## config.mk

```make
export PLATFORM = sky130hd
export DESIGN_NAME = csi_lane_bitslip_ctrl_flat
export DESIGN_NICKNAME = d
export VERILOG_FILES = /design/src/rtl/csi_lane_bitslip_ctrl_if.sv /design/src/rtl/csi_lane_bitslip_ctrl.sv /design/src/flat_wrapper.sv
export SDC_FILE = /design/constraint.sdc
export NUM_CORES = 1
export LEC_CHECK = 0
export BUFFER_PORTS_ARGS = -buffer_cell sky130_fd_sc_hd__buf_2
export CORE_AREA = 2 2 80 63
export DETAILED_ROUTE_END_ITERATION = 16
export DIE_AREA = 0 0 82 65
export GPL_TIMING_DRIVEN = 0
export SLEW_MARGIN = 30
export SYNTH_ARGS = -nofsm -noshare
export SYNTH_HDL_FRONTEND = slang
export SYNTH_SLANG_ARGS = --single-unit
```

## constraint.sdc

```tcl
create_clock -name clk -period 2.8 [get_ports clk]
set_input_delay 0.14 -clock clk [delete_from_list [all_inputs] [get_ports clk]]
set_output_delay 0.14 -clock clk [all_outputs]
set_load 0.005 [all_outputs]
```

## src/rtl/csi_lane_bitslip_ctrl_if.sv

```systemverilog
// Lane-alignment bus between the bitslip sequencer and its surroundings.
// The master side owns the hunt enable and the deserializer word; the
// slave side (the sequencer) returns the BITSLIP pulse and the status.
interface csi_lane_bitslip_ctrl_if #(
    parameter int DATA_WIDTH = 8
);
    logic                        en;
    logic [DATA_WIDTH-1:0]       data_in;
    logic                        bitslip;
    logic                        aligned;
    logic                        align_fail;
    logic [$clog2(DATA_WIDTH):0] slip_cnt;

    modport master (
        output en, data_in,
        input  bitslip, aligned, align_fail, slip_cnt
    );

    modport slave (
        input  en, data_in,
        output bitslip, aligned, align_fail, slip_cnt
    );
endinterface

```

## src/rtl/csi_lane_bitslip_ctrl.sv

```systemverilog
// Word-alignment sequencer for one CSI-2 data lane deserializer.
// Runs on the deserializer's divided clock, pulses BITSLIP one position at a
// time until the HS sync byte shows up in the parallel word, then holds lock.
// Optional feature macro: BITSLIP_AUTO_RETRY_EN -- when defined, FAIL waits
// RETRY_WAIT cycles and starts a fresh hunt; when undefined, FAIL is sticky
// until en drops and the RETRY_WAIT parameter does not exist.
module csi_lane_bitslip_ctrl #(
    parameter int                    DATA_WIDTH    = 8,
    parameter logic [DATA_WIDTH-1:0] SYNC_PATTERN  = DATA_WIDTH'(8'hB8),
    parameter int                    SETTLE_CYCLES = 3,
    parameter int                    SEARCH_WINDOW = 64
`ifdef BITSLIP_AUTO_RETRY_EN
    ,
    parameter int                    RETRY_WAIT    = 256
`endif
) (
    input  logic                    clk,
    input  logic                    rst,
    csi_lane_bitslip_ctrl_if.slave  bus
);

    localparam int CNT_W    = $clog2(DATA_WIDTH) + 1;
    localparam int SETTLE_W = $clog2(SETTLE_CYCLES + 1);
    localparam int WIN_W    = $clog2(SEARCH_WINDOW + 1);

    localparam logic [CNT_W-1:0]    LAST_SLIP   = CNT_W'(DATA_WIDTH - 1);
    localparam logic [SETTLE_W-1:0] SETTLE_LOAD = SETTLE_W'(SETTLE_CYCLES);
    localparam logic [WIN_W-1:0]    WIN_LOAD    = WIN_W'(SEARCH_WINDOW);

`ifdef BITSLIP_AUTO_RETRY_EN
    localparam int                 RETRY_W    = $clog2(RETRY_WAIT + 1);
    localparam logic [RETRY_W-1:0] RETRY_LOAD = RETRY_W'(RETRY_WAIT);
`endif

    typedef enum logic [2:0] {
        S_IDLE,
        S_SETTLE,
        S_CHECK,
        S_SLIP,
        S_LOCKED,
        S_FAIL
    } state_t;

    state_t              state_q;
    logic                bitslip_q;
    logic                aligned_q;
    logic                align_fail_q;
    logic [CNT_W-1:0]    slip_cnt_q;
    logic [SETTLE_W-1:0] settle_cnt_q;
    logic [WIN_W-1:0]    window_cnt_q;
`ifdef BITSLIP_AUTO_RETRY_EN
    logic [RETRY_W-1:0]  retry_cnt_q;
`endif

    // Hunt sequencer: state, counters and registered status outputs together.
    // NOTE: every flop here is reset and assigned with <= only; the FSM reads
    // the old value of each counter in the same cycle it schedules the new one.
    always_ff @(posedge clk or posedge rst) begin
        if (rst) begin
            state_q      <= S_IDLE;
            bitslip_q    <= 1'b0;
            aligned_q    <= 1'b0;
            align_fail_q <= 1'b0;
            slip_cnt_q   <= '0;
            settle_cnt_q <= '0;
            window_cnt_q <= '0;
`ifdef BITSLIP_AUTO_RETRY_EN
            retry_cnt_q  <= '0;
`endif
        end else if (!bus.en) begin
            // Disable from any state abandons the hunt and clears all status.
            state_q      <= S_IDLE;
            bitslip_q    <= 1'b0;
            aligned_q    <= 1'b0;
            align_fail_q <= 1'b0;
            slip_cnt_q   <= '0;
            settle_cnt_q <= '0;
            window_cnt_q <= '0;
`ifdef BITSLIP_AUTO_RETRY_EN
            retry_cnt_q  <= '0;
`endif
        end else begin
            bitslip_q <= 1'b0;
            case (state_q)
                S_IDLE: begin
                    slip_cnt_q   <= '0;
                    settle_cnt_q <= SETTLE_LOAD;
                    state_q      <= S_SETTLE;
                end
                S_SETTLE: begin
                    // Word is still garbage from the last slip; do not look at it.
                    if (settle_cnt_q == SETTLE_W'(1)) begin
                        window_cnt_q <= WIN_LOAD;
                        state_q      <= S_CHECK;
                    end else begin
                        settle_cnt_q <= settle_cnt_q - SETTLE_W'(1);
                    end
                end
                S_CHECK: begin
                    // A match on the last window cycle still wins over slipping.
                    if (bus.data_in == SYNC_PATTERN) begin
                        aligned_q <= 1'b1;
                        state_q   <= S_LOCKED;
                    end else if (window_cnt_q == WIN_W'(1)) begin
                        if (slip_cnt_q < LAST_SLIP) begin
                            bitslip_q  <= 1'b1;
                            slip_cnt_q <= slip_cnt_q + CNT_W'(1);
                            state_q    <= S_SLIP;
                        end else begin
                            align_fail_q <= 1'b1;
`ifdef BITSLIP_AUTO_RETRY_EN
                            retry_cnt_q  <= RETRY_LOAD;
`endif
                            state_q      <= S_FAIL;
                        end
                    end else begin
                        window_cnt_q <= window_cnt_q - WIN_W'(1);
                    end
                end
                S_SLIP: begin
                    settle_cnt_q <= SETTLE_LOAD;
                    state_q      <= S_SETTLE;
                end
                S_LOCKED: begin
                    state_q <= S_LOCKED;
                end
                S_FAIL: begin
`ifdef BITSLIP_AUTO_RETRY_EN
                    if (retry_cnt_q == RETRY_W'(1)) begin
                        align_fail_q <= 1'b0;
                        slip_cnt_q   <= '0;
                        settle_cnt_q <= SETTLE_LOAD;
                        state_q      <= S_SETTLE;
                    end else begin
                        retry_cnt_q <= retry_cnt_q - RETRY_W'(1);
                    end
`else
                    state_q <= S_FAIL;
`endif
                end
                default: begin
                    state_q <= S_IDLE;
                end
            endcase
        end
    end

    // The pulse is gated by en so a disable landing on the SLIP cycle
    // suppresses the slip in that same cycle, not one cycle late.
    assign bus.bitslip    = bitslip_q & bus.en;
    assign bus.aligned    = aligned_q;
    assign bus.align_fail = align_fail_q;
    assign bus.slip_cnt   = slip_cnt_q;

endmodule
```

## src/flat_wrapper.sv

```systemverilog
// flat-port wrapper written by rule: the top's interface ports become plain ports
module csi_lane_bitslip_ctrl_flat 
#(
    parameter int                    DATA_WIDTH    = 8,
    parameter logic [DATA_WIDTH-1:0] SYNC_PATTERN  = DATA_WIDTH'(8'hB8),
    parameter int                    SETTLE_CYCLES = 3,
    parameter int                    SEARCH_WINDOW = 64

)
  (clk, rst, bus_en, bus_data_in, bus_bitslip, bus_aligned, bus_align_fail, bus_slip_cnt);
  csi_lane_bitslip_ctrl_if #(.DATA_WIDTH(DATA_WIDTH)) bus_i ();
  input  logic clk;
  input  logic rst;
  input wire logic [$bits(bus_i.en)-1:0] bus_en;
  input wire logic [$bits(bus_i.data_in)-1:0] bus_data_in;
  output wire logic [$bits(bus_i.bitslip)-1:0] bus_bitslip;
  output wire logic [$bits(bus_i.aligned)-1:0] bus_aligned;
  output wire logic [$bits(bus_i.align_fail)-1:0] bus_align_fail;
  output wire logic [$bits(bus_i.slip_cnt)-1:0] bus_slip_cnt;
  assign bus_i.en = bus_en;
  assign bus_i.data_in = bus_data_in;
  assign bus_bitslip = bus_i.bitslip;
  assign bus_aligned = bus_i.aligned;
  assign bus_align_fail = bus_i.align_fail;
  assign bus_slip_cnt = bus_i.slip_cnt;
  csi_lane_bitslip_ctrl #(.DATA_WIDTH(DATA_WIDTH), .SYNC_PATTERN(SYNC_PATTERN), .SETTLE_CYCLES(SETTLE_CYCLES), .SEARCH_WINDOW(SEARCH_WINDOW)) u_core (.clk(clk), .rst(rst), .bus(bus_i));
endmodule
```

* Word level (Yosys, flattened, before mapping)
Cells that the tools add are included. Widths: inputs -> output; s select.
Word-level totals: input port bits 11, logic and storage cells 75, bits in registers 19
Cells by class: order comparisons 1, mux-type cells 32, add/sub/neg operators 3, bitwise logic cells 1, eq/ne operators 23, reductions and logical operators 8
Operators by type and width (number):
- $mux 7 | 4
- $mux 4 | 4
- $mux 3 | 5
- $pmux 3 s5 | 1
- $pmux 7 s2 | 1
- $mux 1 | 13
- $ne 3x2->1 const B | 4
- $reduce_and 4->1 | 3
- $ne 3x3->1 const B | 3
- $eq 8x8->1 const B | 1
- $pmux 4 s2 | 1
- $eq 7x1->1 const B | 1
- $sub 7x1->7 const B | 1
- $eq 3x2->1 const B | 2
- $eq 3x3->1 const B | 2
- $ne 2x1->1 const B | 3
- $ne 3x1->1 const B | 2
- $reduce_and 2->1 | 3
- $add 4x1->4 const B | 1
- $lt 4x3->1 const B | 1
- $mux 2 | 2
- $ne 2x2->1 const B | 2
- $ne 4x2->1 const B | 1
- $pmux 2 s2 | 1
- 6 further kinds | 6

* Logic depth before layout (Yosys ltp)
Gate-level depths: netlist of run 1.
depth in word-level cells 6, depth in mapped cells 7, gate-level depth less buffers 7

* Worst setup path before layout of run 1
No wires, ideal clock.
path type reg2reg, start register u_core.window_cnt_q[2], end register u_core.slip_cnt_q[1], in the netlist u_core.bus.slip_cnt[1], data arrival time 1.528 ns, required time 2.678 ns, clock period less this slack 1.650 ns, buffers on the path 0, cell stages (with the launch flop) 6, setup slack 1.150 ns, cell sequence dfrtp_1 > nor4_2 > nand3b_2 > nor3_2 > o21ai_1 > a32o_1
On the way: word-level cells in the longest chain between the ends 3
RTL lines:
- from (decl) | RTL line csi_lane_bitslip_ctrl.sv:50 | logic [WIN_W-1:0] window_cnt_q;
- from (signal assigned) | RTL line csi_lane_bitslip_ctrl.sv:117 | window_cnt_q <= window_cnt_q - WIN_W'(1);
- $eq 7x1->1 | RTL line csi_lane_bitslip_ctrl.sv:104 | end else if (window_cnt_q == WIN_W'(1)) begin
- $ne 3x2->1 (no source line)
- $reduce_and 4->1 (no source line)
- to (signal assigned) | RTL line csi_lane_bitslip_ctrl.sv:107 | slip_cnt_q <= slip_cnt_q + CNT_W'(1);
- to (decl) | RTL line csi_lane_bitslip_ctrl.sv:48 | logic [CNT_W-1:0] slip_cnt_q;
Every way passes these cells. A chain may end at the register's enable or synchronous reset.

* Final worst setup path of run 1
Same ends and word-level chain as after synthesis.

==> key figures, run 1 <==
Floorplan
  – Core area: 4620 µm²
  – Row Count: 22
  – Die extent in x: 82 µm
  – Top Ports: 18
  – Initial Util: 23.9%
  – Die H: 65 µm
  – Die area: 5330 µm²

Synth
  – Mux share of post-synthesis cell area: 1.02%
  – #FFs+latches synth: 19
  – Cell count after synthesis: 116
  – Async SR Flop Fraction: 100%
  – Synthesized cell area: 1100 µm²
  – Simple-Gate Fraction of Synth Area: 26.6%
  – Top-area cell type share of the netlist area: 43.0%
  – Register area share after synthesis: 43.0%
  – Syn_nets: 131
  – Post-Synth XOR/XNOR Area: 0.793%
  – Number of enable flip-flop cells after synthesis: 0
  – Unique masters post-synth: 42
  – Synth Area in Adders: 4.53%
  – Main flop type after synthesis: dfrtp_1
  – Synth area leader: dfrtp_1
  – Main combinational cell family by area after synthesis: simple AND/OR/NAND/NOR gates
  – Top post-synthesis cells by area: dfrtp_1 43%, ha_1 4.5%, o21ai_0 4.5%
  – Synth Area in Compound Gates: 21.6%
  – Synthesized area per cell: 9.52 µm²
  – Yosys warns: 0

Layout
  – Final core occ: 28.4%
  – P&R area growth vs syn: 18.7%
  – Register area: 475 µm²
  – Most common cell after layout, fill and taps aside: dfrtp_1
  – Commonest cells after routing, fill and taps aside: 19 x dfrtp_1, 17 x buf_2, 10 x nand2_1, 10 x o21ai_0, 8 x a21oi_1
  – Ant diodes: 0
  – Final net count: 153
  – Multi-input gate area: 603 µm²
  – Filler Cells Inserted: 502
  – Share of layout cells above drive strength 1: 23.4%

Timing
  – Crit share post-route: 68.1%
  – Hold_ws: -3.00 ps
  – Hold Fails Final Rpt: 7
  – Fin worst setup slack: 894 ps
  – Final Max Tran Viols: 0
  – Setup TNS: 0 ps
  – Max_slew headroom: 50.6%
  – Final setup viols: 0
  – Actual slew at the worst max-slew pin: 741 ps
  – Achievable Freq: 0.525 GHz
  – Fin crit period: 1910 ps
  – RSZ-0062 raised after global routing: false
  – Worst Skew: 5.44 ps

CTS
  – Postcts setup bufs: 0
  – CTS tree: built
  – Clk Latency, worst-skew pair: 260 ps
  – Clk buf depth: 2
  – Hold_buf cts: 0
  – H-tree depth: 1
  – CTS Buf Count: 3
  – Clock root buffer: clkbuf_8
  – Post-CTS sizing: 0
  – Clock Sink Count: 19
  – Clock-pin slew on the worst setup and hold paths: 80 ps

Job
  – # Max-Cap Violations: 0

Setup path
  – Critical-path cell list: nor4_2 > nand3b_2 > nor3_2 > o21ai_1 > a32o_1
  – Combined buffer and inverter count along the critical path: 0
  – CP arrival: 2050 ps
  – Top Family by Delay on Critical Path: simple AND/OR/NAND/NOR gates
  – Worst Path Max Fanout: 6
  – Setup crit end kind: register
  – Slowest-stage cell, CP: dfrtp_1
  – Class of the most critical setup path: reg -> reg
  – Slowest stage delay, CP: 430 ps
  – WP data required: 2950 ps
  – CP Launch Type: register
  – Worst reg-to-reg setup slack: 890 ps

Power
  – Leak: 0.000619 µW
  – Power per cell area: 556 nW/µm²
  – Total Power: 729 µW
  – VDD IR max: 158 µV

Route
  – Drt wl/cell: 12.1 µm
  – Total number of vias: 962
  – Initial drt markers: 52
  – Drt total wl: 2380 µm
  – Vias/cell: 4.88
  – Drt pass-1 iters: 4
  – # DRC: 0
  – Antenna viol nets, final: 0

Global route
  – Global-route wire length before repair: 4070 µm
  – Total GRT Usage: 10.0%
  – Grt ovf: 0
  – Number of global-route vias before repair: 837
  – Initial antenna violation count: 0
  – Pin count of the biggest net entering global routing: 20

Placed design
  – Buffers on Ports: 17
  – Setup Slack @ Placement: 925 ps
  – GP Congestion: 0.770
  – Post-DP HPWL: 1800 µm

Hold path
  – Worst hold-check path type: in -> async

Outcome
  – Status: finished with violations
  – Failing checks: hold timing
## per-layer routing
layer  up-vias  track usage (%)  wire length (µm)  share of wire, %
li1        473                -                 -                 -
met1       456             14.9              1210                51
met2        31             13.7               989                42
met3         2             2.92               147               6.2
met4         0             3.33                31               1.3
met5         -                0                 0                 0
## final timing paths
path                       depth (start not counted)                   start                     end
min in group clk                                   3                  bus_en  u_core.window_cnt_q[6]
setup / recovery                                   5  u_core.window_cnt_q[2]  u_core.bus.slip_cnt[1]
hold reg to reg                                    1   u_core.bus.align_fail   u_core.bus.align_fail
setup reg to reg                                   5  u_core.window_cnt_q[2]  u_core.bus.slip_cnt[1]
max in group asynchronous                          2                     rst        u_core.bitslip_q
hold / removal                                     2                     rst  u_core.window_cnt_q[2]
## flip-flops by register name, summed over array words and instances (netlist names)
signal,flops
u_core.bus.slip_cnt,4
u_core.bus.aligned,1
u_core.settle_cnt_q,2
u_core.state_q,3
u_core.window_cnt_q,7
u_core.bus.align_fail,1
u_core.bitslip_q,1
## cell usage after synthesis (2+ instances only)
library cell and number:
a31oi_1 4, dfrtp_1 19, a21oi_1 8, nand3_1 2, or3_1 2, o21ai_0 10, a22oi_1 2, nor2b_1 4
nor4_1 2, inv_1 6, a21o_1 4, and2_1 2, nor2_1 6, nand2_1 10, and3_1 3, ha_1 4
nor3_1 3
## worst reg2reg max path, cell delays in order (launching register included)
cell      delay, ps
dfrtp_1         430
nor4_2          380
nand3b_2        230
nor3_2          380
o21ai_1         130
a32o_1          230
## per-stage QoR
step | area [µm²] | cells
2_1_floorplan | 1100 | 116
3_3_place_gp | 1260 | 193
3_5_place_dp | 1260 | 193
4_1_cts | 1310 | 197
5_1_grt | 1310 | 197
6_report | 1310 | 197
## kinds of logic after synthesis
group | after synthesis
compound gates | 37
xor+xnor | 1
fa+ha+maj | 4
buf+inv | 7
flops | 19
mux | 1
simple gates | 47
## final cells by class
class,instances,share of cell area (%)
buffer,1,0.286
sequential,19,36.3
tap,60,5.73
clock buffer,3,3.15
timing repair buffer,17,6.49
clock inverter,1,0.382
inverter,6,1.72
multi-input combinational,90,46.0
## power by group
| group | leakage [µW] | internal (µW) | switching, µW |
|---|---|---|---|
| clock | 0.0000255 | 99.1 | 97.7 |
| sequential | 0.000254 | 306 | 32.7 |
| combinational | 0.000339 | 84.8 | 110 |
| total | 0.000619 | 489 | 240 |
(Power assumes the default switching activity.)
==> inputs of run 2 (changes only) <==
--- a/config.mk
+++ b/config.mk
@@ -5,10 +5,11 @@
 export SDC_FILE = /design/constraint.sdc
 export NUM_CORES = 1
 export LEC_CHECK = 0
+export ABC_AREA = 1
 export BUFFER_PORTS_ARGS = -buffer_cell sky130_fd_sc_hd__buf_2
-export CORE_AREA = 2 2 80 63
+export CORE_AREA = 2 2 86 67
 export DETAILED_ROUTE_END_ITERATION = 16
-export DIE_AREA = 0 0 82 65
+export DIE_AREA = 0 0 88 69
 export GPL_TIMING_DRIVEN = 0
 export SLEW_MARGIN = 30
 export SYNTH_ARGS = -nofsm -noshare
==> constraint.sdc (replaced) <==
create_clock -name clk -period 1.75 [get_ports clk]
set_input_delay 0.0875 -clock clk [delete_from_list [all_inputs] [get_ports clk]]
set_output_delay 0.0875 -clock clk [all_outputs]
set_load 0.005 [all_outputs]
==> key figures, run 2 <==
Synth
  – Yosys warns: 0 (unchanged)
  – Syn_nets: 187 (+43%)
  – Synthesized cell area: 1270 µm² (+15%)
  – Cell count after synthesis: 172 (+48%)
  – Most frequent cell after synthesis: nand2_1
  – Top post-synthesis cells by area: dfrtp_1 37%, nand2_1 14%, inv_1 7.7%
  – Synthesized area per cell: 7.40 µm² (-22%)
  – Main flop type after synthesis: dfrtp_1
  – Register area share after synthesis: 37.4% (-5.7 points)
  – #FFs+latches synth: 19 (unchanged)
  – Main combinational cell family by area after synthesis: simple AND/OR/NAND/NOR gates
  – Synth area leader: dfrtp_1
  – Number of enable flip-flop cells after synthesis: 0 (unchanged)
  – Synth Area in Compound Gates: 10.1% (-12 points)
  – Synth Area in Adders: 3.93% (-0.60 points)
  – Post-Synth XOR/XNOR Area: 1.38% (+0.58 points)
  – Mux share of post-synthesis cell area: 0% (-1.0 points)
  – Unique masters post-synth: 28 (-33%)
  – Simple-Gate Fraction of Synth Area: 37.7% (+11 points)
  – Commonest cells in the netlist: 47 x nand2_1, 26 x inv_1, 19 x dfrtp_1
  – Async SR Flop Fraction: 100% (unchanged)
  – Top-area cell type share of the netlist area: 37.4% (-5.7 points)

Floorplan
  – Die area: 6070 µm² (+14%)
  – Initial Util: 24.4% (+0.54 points)
  – Row Count: 23 (+4.5%)
  – Core area: 5210 µm² (+13%)
  – Die extent in x: 88 µm (+7.3%)
  – Top Ports: 18 (unchanged)
  – Die H: 69 µm (+6.2%)

Timing
  – Fin crit period: 1530 ps (-375 ps)
  – Hold_ws: 295 ps (+298 ps)
  – RSZ-0062 raised after global routing: false
  – Worst Skew: 1.77 ps (-3.67 ps)
  – Setup TNS: 0 ps (unchanged)
  – Fin worst setup slack: 220 ps (-675 ps)
  – Crit share post-route: 87.4% (+19 points)
  – Final setup viols: 0 (unchanged)
  – Achievable Freq: 0.654 GHz (+25%)
  – Hold Fails Final Rpt: 0 (-7)
  – Final Max Tran Viols: 0 (unchanged)
  – Max_slew headroom: 52.6% (+2.0 points)
  – Actual slew at the worst max-slew pin: 710 ps (-30.7 ps)

Global route
  – Number of global-route vias before repair: 1004 (+20%)
  – Met1 Use GR: 14.4% (-0.46 points)
  – Total GRT Usage: 9.42% (-0.63 points)
  – Initial antenna violation count: 0 (unchanged)
  – M3 GR Usage: 1.44% (-1.5 points)
  – Busiest grt layer: met1
  – Grt ovf: 0 (unchanged)
  – Pin count of the biggest net entering global routing: 20 (unchanged)
  – Met2 Use GR: 13.3% (-0.42 points)
  – Global-route wire length before repair: 4660 µm (+15%)

CTS
  – Clk buf depth: 2 (unchanged)
  – Post-CTS sizing: 0 (unchanged)
  – Postcts setup bufs: 0 (unchanged)
  – Clk Latency, worst-skew pair: 260 ps (about the same)
  – Clock root buffer: clkbuf_8
  – CTS tree: built
  – H-tree depth: 1 (unchanged)
  – Hold_buf cts: 1 (+1)
  – Clock-pin slew on the worst setup and hold paths: 70 ps (about the same)
  – CTS Buf Count: 3 (unchanged)
  – Clock Sink Count: 19 (unchanged)

Placed design
  – GP Congestion: 0.793 (+3.0%)
  – Setup Slack @ Placement: 246 ps (-680 ps)
  – Buffers on Ports: 17 (unchanged)
  – Post-DP HPWL: 1990 µm (+10%)

Job
  – # Max-Cap Violations: 0 (unchanged)

Route
  – Antenna viol nets, final: 0 (unchanged)
  – Total number of vias: 1116 (+16%)
  – # DRC: 0 (unchanged)
  – Drt pass-1 iters: 4 (unchanged)
  – Drt wl/cell: 9.66 µm (-20%)
  – Vias/cell: 4.15 (-15%)
  – Drt total wl: 2600 µm (+9.1%)
  – Initial drt markers: 19 (-63%)

Power
  – Clock Power Share: 16.8% (-10 points)
  – Sw Ratio: 44.7% (+12 points)
  – Power per cell area: 1240 nW/µm² (+120%)
  – Comb pwr share: 48.2% (+22 points)
  – Leak: 0.000806 µW (+30%)
  – VDD IR max: 458 µV (+190%)
  – Seq pwr share: 35.0% (-11 points)
  – NetSw: 837 µW (+250%)
  – Cell internal pwr: 1040 µW (+110%)

Layout
  – Ant diodes: 0 (unchanged)
  – Most common cell after layout, fill and taps aside: nand2_1
  – Max reg flops: 7 (unchanged)
  – Final net count: 210 (+37%)
  – Commonest cells after routing, fill and taps aside: 47 x nand2_1, 26 x inv_1, 19 x dfrtp_1
  – Largest register by flop count: u_core.window_cnt_q
  – Share of layout cells above drive strength 1: 23.2% (-0.16 points)
  – P&R area growth vs syn: 18.4%
  – Filler Cells Inserted: 568 (+13%)

Outcome
  – Status: completed

Setup path
  – Worst Path Max Fanout: 10 (+4)
  – FF-to-FF path depth: 11 (+6)
  – Slowest-stage cell, CP: dfrtp_1
  – WP data required: 1940 ps (-1010 ps)
  – Setup crit end kind: register
  – Critical-path cell list: inv_1 > ha_1 > inv_1 > nor2_1 > nand3_2 > nand2_1 > nand2_2 > nand2_4 > buf_6 > nand2_2 > o21ai_2
  – CP Launch Type: register
  – Class of the most critical setup path: reg -> reg
  – Slowest stage delay, CP: 410 ps (-20 ps)
  – CP arrival: 1720 ps (-330 ps)

Hold path
  – Worst hold-check path type: in -> reg
  – Worst hold stages: 3
[run 2: through the flow]
step | total power [µW] | std cells | util (%) | instance area, µm²
floorplan | 1390 | 172 | - | 1270
global placement | 1550 | 264 | 27.9 | 1450
detailed placement | 1560 | 264 | 27.9 | 1450
CTS | 1880 | 269 | 28.9 | 1510
global route | 2070 | 269 | 28.9 | 1510
finish | 1870 | 269 | 28.9 | 1510
[run 2: cell families after synthesis]
| family | after synthesis |
|---|---|
| fa+ha+maj | 4 |
| simple gates | 98 |
| flops | 19 |
| buf+inv | 30 |
| xor+xnor | 2 |
| compound gates | 19 |
[run 2: worst max-delay path, delay by kind of cell, from the launching register on]
family,cells,cell delay [ps]
simple gates,6,570
flops,1,410
buf+inv,3,290
fa+ha+maj,1,140
compound gates,1,50
[run 2: worst paths after layout]
kind / start / end / slack, ps
worst max register to register: u_core.window_cnt_q[1] / u_core.window_cnt_q[6] / 220
worst min register to register: u_core.bus.align_fail / u_core.bus.align_fail / 490
min in group asynchronous: rst / u_core.window_cnt_q[3] / 480
worst min-delay path: bus_en / u_core.bus.aligned / 290
max in group asynchronous: rst / u_core.state_q[1] / 820
worst max-delay path: u_core.window_cnt_q[1] / u_core.window_cnt_q[6] / 220
[run 2: area by class of cell]
class                   count  area (µm²)  area share [%]
multi-input cells         123         676            44.9
plain buffers               2        16.3            1.08
inverters                  28         105            6.98
clock buffers               4        45.0            2.99
well taps                  75        93.8            6.23
flip-flops and latches     19         475            31.6
repair buffers             18        95.1            6.31
[run 2: power groups by stage]
stage               registers [µW]  logic, µW  clock network (µW)
floorplan                      645        747                   0
global placement               661        888                   0
detailed placement             665        898                   0
CTS                            658        903                 322
global route                   675       1060                 336
finish                         657        903                 315
[run 2: metal layers]
layer,up-vias,wire length [µm],share of wire (%)
li1,589,-,-
met1,509,1460,56
met2,14,1040,40
met5,-,0,0
met3,4,69,2.7
met4,0,28,1.1
==> inputs of run 3 (changes only) <==
==> constraint.sdc (replaced) <==
create_clock -name clk -period 1.5 [get_ports clk]
set_input_delay 0.075 -clock clk [delete_from_list [all_inputs] [get_ports clk]]
set_output_delay 0.075 -clock clk [all_outputs]
set_load 0.005 [all_outputs]
==> key figures, run 3 (synthesis gave the netlist of run 2 again) <==
CTS
  – Clock root buffer: clkbuf_8
  – Clock-pin slew on the worst setup and hold paths: 70 ps (about the same)
  – CTS Buf Count: 3 (unchanged)
  – CTS tree: built
  – Clk buf depth: 2 (unchanged)
  – H-tree depth: 1 (unchanged)
  – Clk Latency, worst-skew pair: 260 ps (about the same)
  – Clock Sink Count: 19 (unchanged)

Setup path
  – FF-to-FF path depth: 12 (+1)
  – RR Endpoint: u_core.window_cnt_q[6]
  – CP Launch Type: register
  – Crit path capture: u_core.window_cnt_q[6]
  – Setup crit end kind: register
  – Worst Path Max Fanout: 6 (-4)
  – Class of the most critical setup path: reg -> reg
  – CP arrival: 1680 ps (-40 ps)
  – WP data required: 1690 ps (-250 ps)
  – Worst r2r src: u_core.window_cnt_q[1]
  – Worst reg-to-reg setup slack: 8 ps (-210 ps)
  – Worst setup startpoint: u_core.window_cnt_q[1]

Timing
  – Max_slew headroom: 52.4% (-0.20 points)
  – Hold_ws: 279 ps (-16.2 ps)
  – Fin crit period: 1490 ps (-38.5 ps)
  – Achievable Freq: 0.670 GHz (+2.6%)
  – Final Max Tran Viols: 0 (unchanged)
  – Worst Skew: 1.25 ps (-0.521 ps)
  – RSZ-0062 raised after global routing: true
  – Crit share post-route: 99.4% (+12 points)
  – Final setup viols: 0 (unchanged)
  – Actual slew at the worst max-slew pin: 713 ps (+3.00 ps)
  – Hold Fails Final Rpt: 0 (unchanged)

Route
  – Total number of vias: 1161 (+4.0%)
  – Antenna viol nets, final: 0 (unchanged)
  – Drt total wl: 2780 µm (+6.8%)
  – # DRC: 0 (unchanged)
  – Drt wl/cell: 9.99 µm (+3.4%)
  – Vias/cell: 4.18 (+0.66%)
  – Initial drt markers: 33 (+14)
  – Drt pass-1 iters: 4 (unchanged)

Layout
  – Share of layout cells above drive strength 1: 31.0% (+7.8 points)
  – P&R area growth vs syn: 28.0%
  – Final net count: 219 (+4.3%)
  – Filler Cells Inserted: 553 (-2.6%)
  – Max reg flops: 7 (unchanged)
  – Most common cell after layout, fill and taps aside: nand2_1
  – Final Cell Area: 1630 µm² (+8.1%)
  – Final non-filler cell total: 278 (+3.3%)
  – Largest register by flop count: u_core.window_cnt_q
  – Ant diodes: 0 (unchanged)
  – Commonest cells after routing, fill and taps aside: 47 x nand2_1, 22 x inv_1, 18 x buf_2, 18 x dfrtp_1, 15 x nor2_1

Placed design
  – Post-DP HPWL: 1990 µm (unchanged)
  – Placed cells: 264 (unchanged)
  – Buffers on Ports: 17 (unchanged)
  – GP Congestion: 0.793 (unchanged)
  – Placement Cell Area: 1450 µm² (unchanged)

Floorplan
  – Die extent in x: 88 µm (unchanged)
  – Die H: 69 µm (unchanged)
  – Top Ports: 18 (unchanged)
  – Initial Util: 24.4% (unchanged)
  – Die area: 6070 µm² (unchanged)
  – Row Count: 23 (unchanged)
  – Core area: 5210 µm² (unchanged)

Global route
  – Initial antenna violation count: 0 (unchanged)
  – Global-route wire length before repair: 5020 µm (+7.7%)
  – Total GRT Usage: 10.1% (+0.69 points)
  – Pin count of the biggest net entering global routing: 20 (unchanged)
  – Number of global-route vias before repair: 1088 (+8.4%)
  – Grt ovf: 0 (unchanged)

Power
  – Power per cell area: 1540 nW/µm² (+24%)
  – VDD IR max: 610 µV (+33%)
  – Leak: 0.000855 µW (+6.1%)

Job
  – # Max-Cap Violations: 0 (unchanged)

Hold path
  – Worst hold-check path type: in -> reg

Outcome
  – Status: completed
-- run 3: changes by cell type in the layout (fill, tap and decap cells not counted), moves of 2 or more --
| cell | previous run | this run |
|---|---|---|
| buf_4 | 0 | 7 |
| inv_2 | 2 | 6 |
| ha_1 | 4 | 2 |
| buf_12 | 0 | 2 |
| inv_1 | 26 | 22 |
| nor2_1 | 17 | 15 |
-- run 3: how the worst min path moves through the flow --
| stage | depth (start not counted) | endpoint | start | slack (ps) |
|---|---|---|---|---|
| finish | 3 | u_core.bus.aligned | bus_en | 280 |
| global route | 3 | u_core.bus.aligned | bus_en | 310 |
| CTS | 3 | u_core.bus.aligned | bus_en | 280 |
| detailed placement | 2 | u_core.window_cnt_q[3] | rst | 250 |
| global placement | 2 | u_core.window_cnt_q[2] | rst | 240 |
| floorplan | 1 | u_core.bitslip_q | rst | 30 |
-- run 3: layer usage --
layer	vias to the layer above	routed length (µm)	share of wire (%)	track usage, %
met4	0	28	1.0	3.08
met1	537	1450	52	15.0
met3	4	81	2.9	1.44
met2	17	1220	44	15.1
li1	603	-	-	-
met5	-	0	0	0
-- run 3: timing repair --
item / 4_1_cts / 5_1_grt
buffers inserted: 7 / 3
hold buffers: 1 / 0
pin swaps: 0 / 6
gates resized for setup: 8 / 5
cloned: 1 / 0
endpoints found under the hold margin: 19 / 0
endpoints found under the setup margin: 11 / 13
-- run 3: metrics by stage --
| stage | power (µW) | TNS, ps | worst slack [ps] | util, % |
|---|---|---|---|---|
| after CTS | 2540 | 0 | 18.5 | 31.4 |
| after global routing | 2750 | -823 | -87.1 | 31.3 |
| after floorplan | 1620 | 0 | 133 | - |
| after global placement | 1810 | 0 | 24.3 | 27.9 |
| after detailed placement | 1820 | -5.86 | -4.40 | 27.9 |
| final | 2510 | 0 | 8.45 | 31.3 |
-- run 3: worst max-delay path, cell delays in order, from the launching register on --
cell	delay (ps)
dfrtp_1	390
inv_2	80
ha_4	120
inv_2	30
nor2_2	80
nand3_2	130
nand2_1	100
nand2_2	60
nand2_4	90
buf_12	110
buf_8	110
nand2_2	50
o21ai_2	50
-- run 3: layout make-up --
cell class,instances,area [µm²],share of cell area [%]
multi-input combinational,123,701,43.0
tap,75,93.8,5.76
sequential,19,477,29.3
buffer,2,20.0,1.23
inverter,28,105,6.45
clock buffer,4,45.0,2.76
timing repair buffer,27,188,11.5
-- run 3: where the power goes --
part,total (µW),internal [µW],switching (µW)
combinational,1370,616,750
clock,368,189,179
sequential,778,633,145
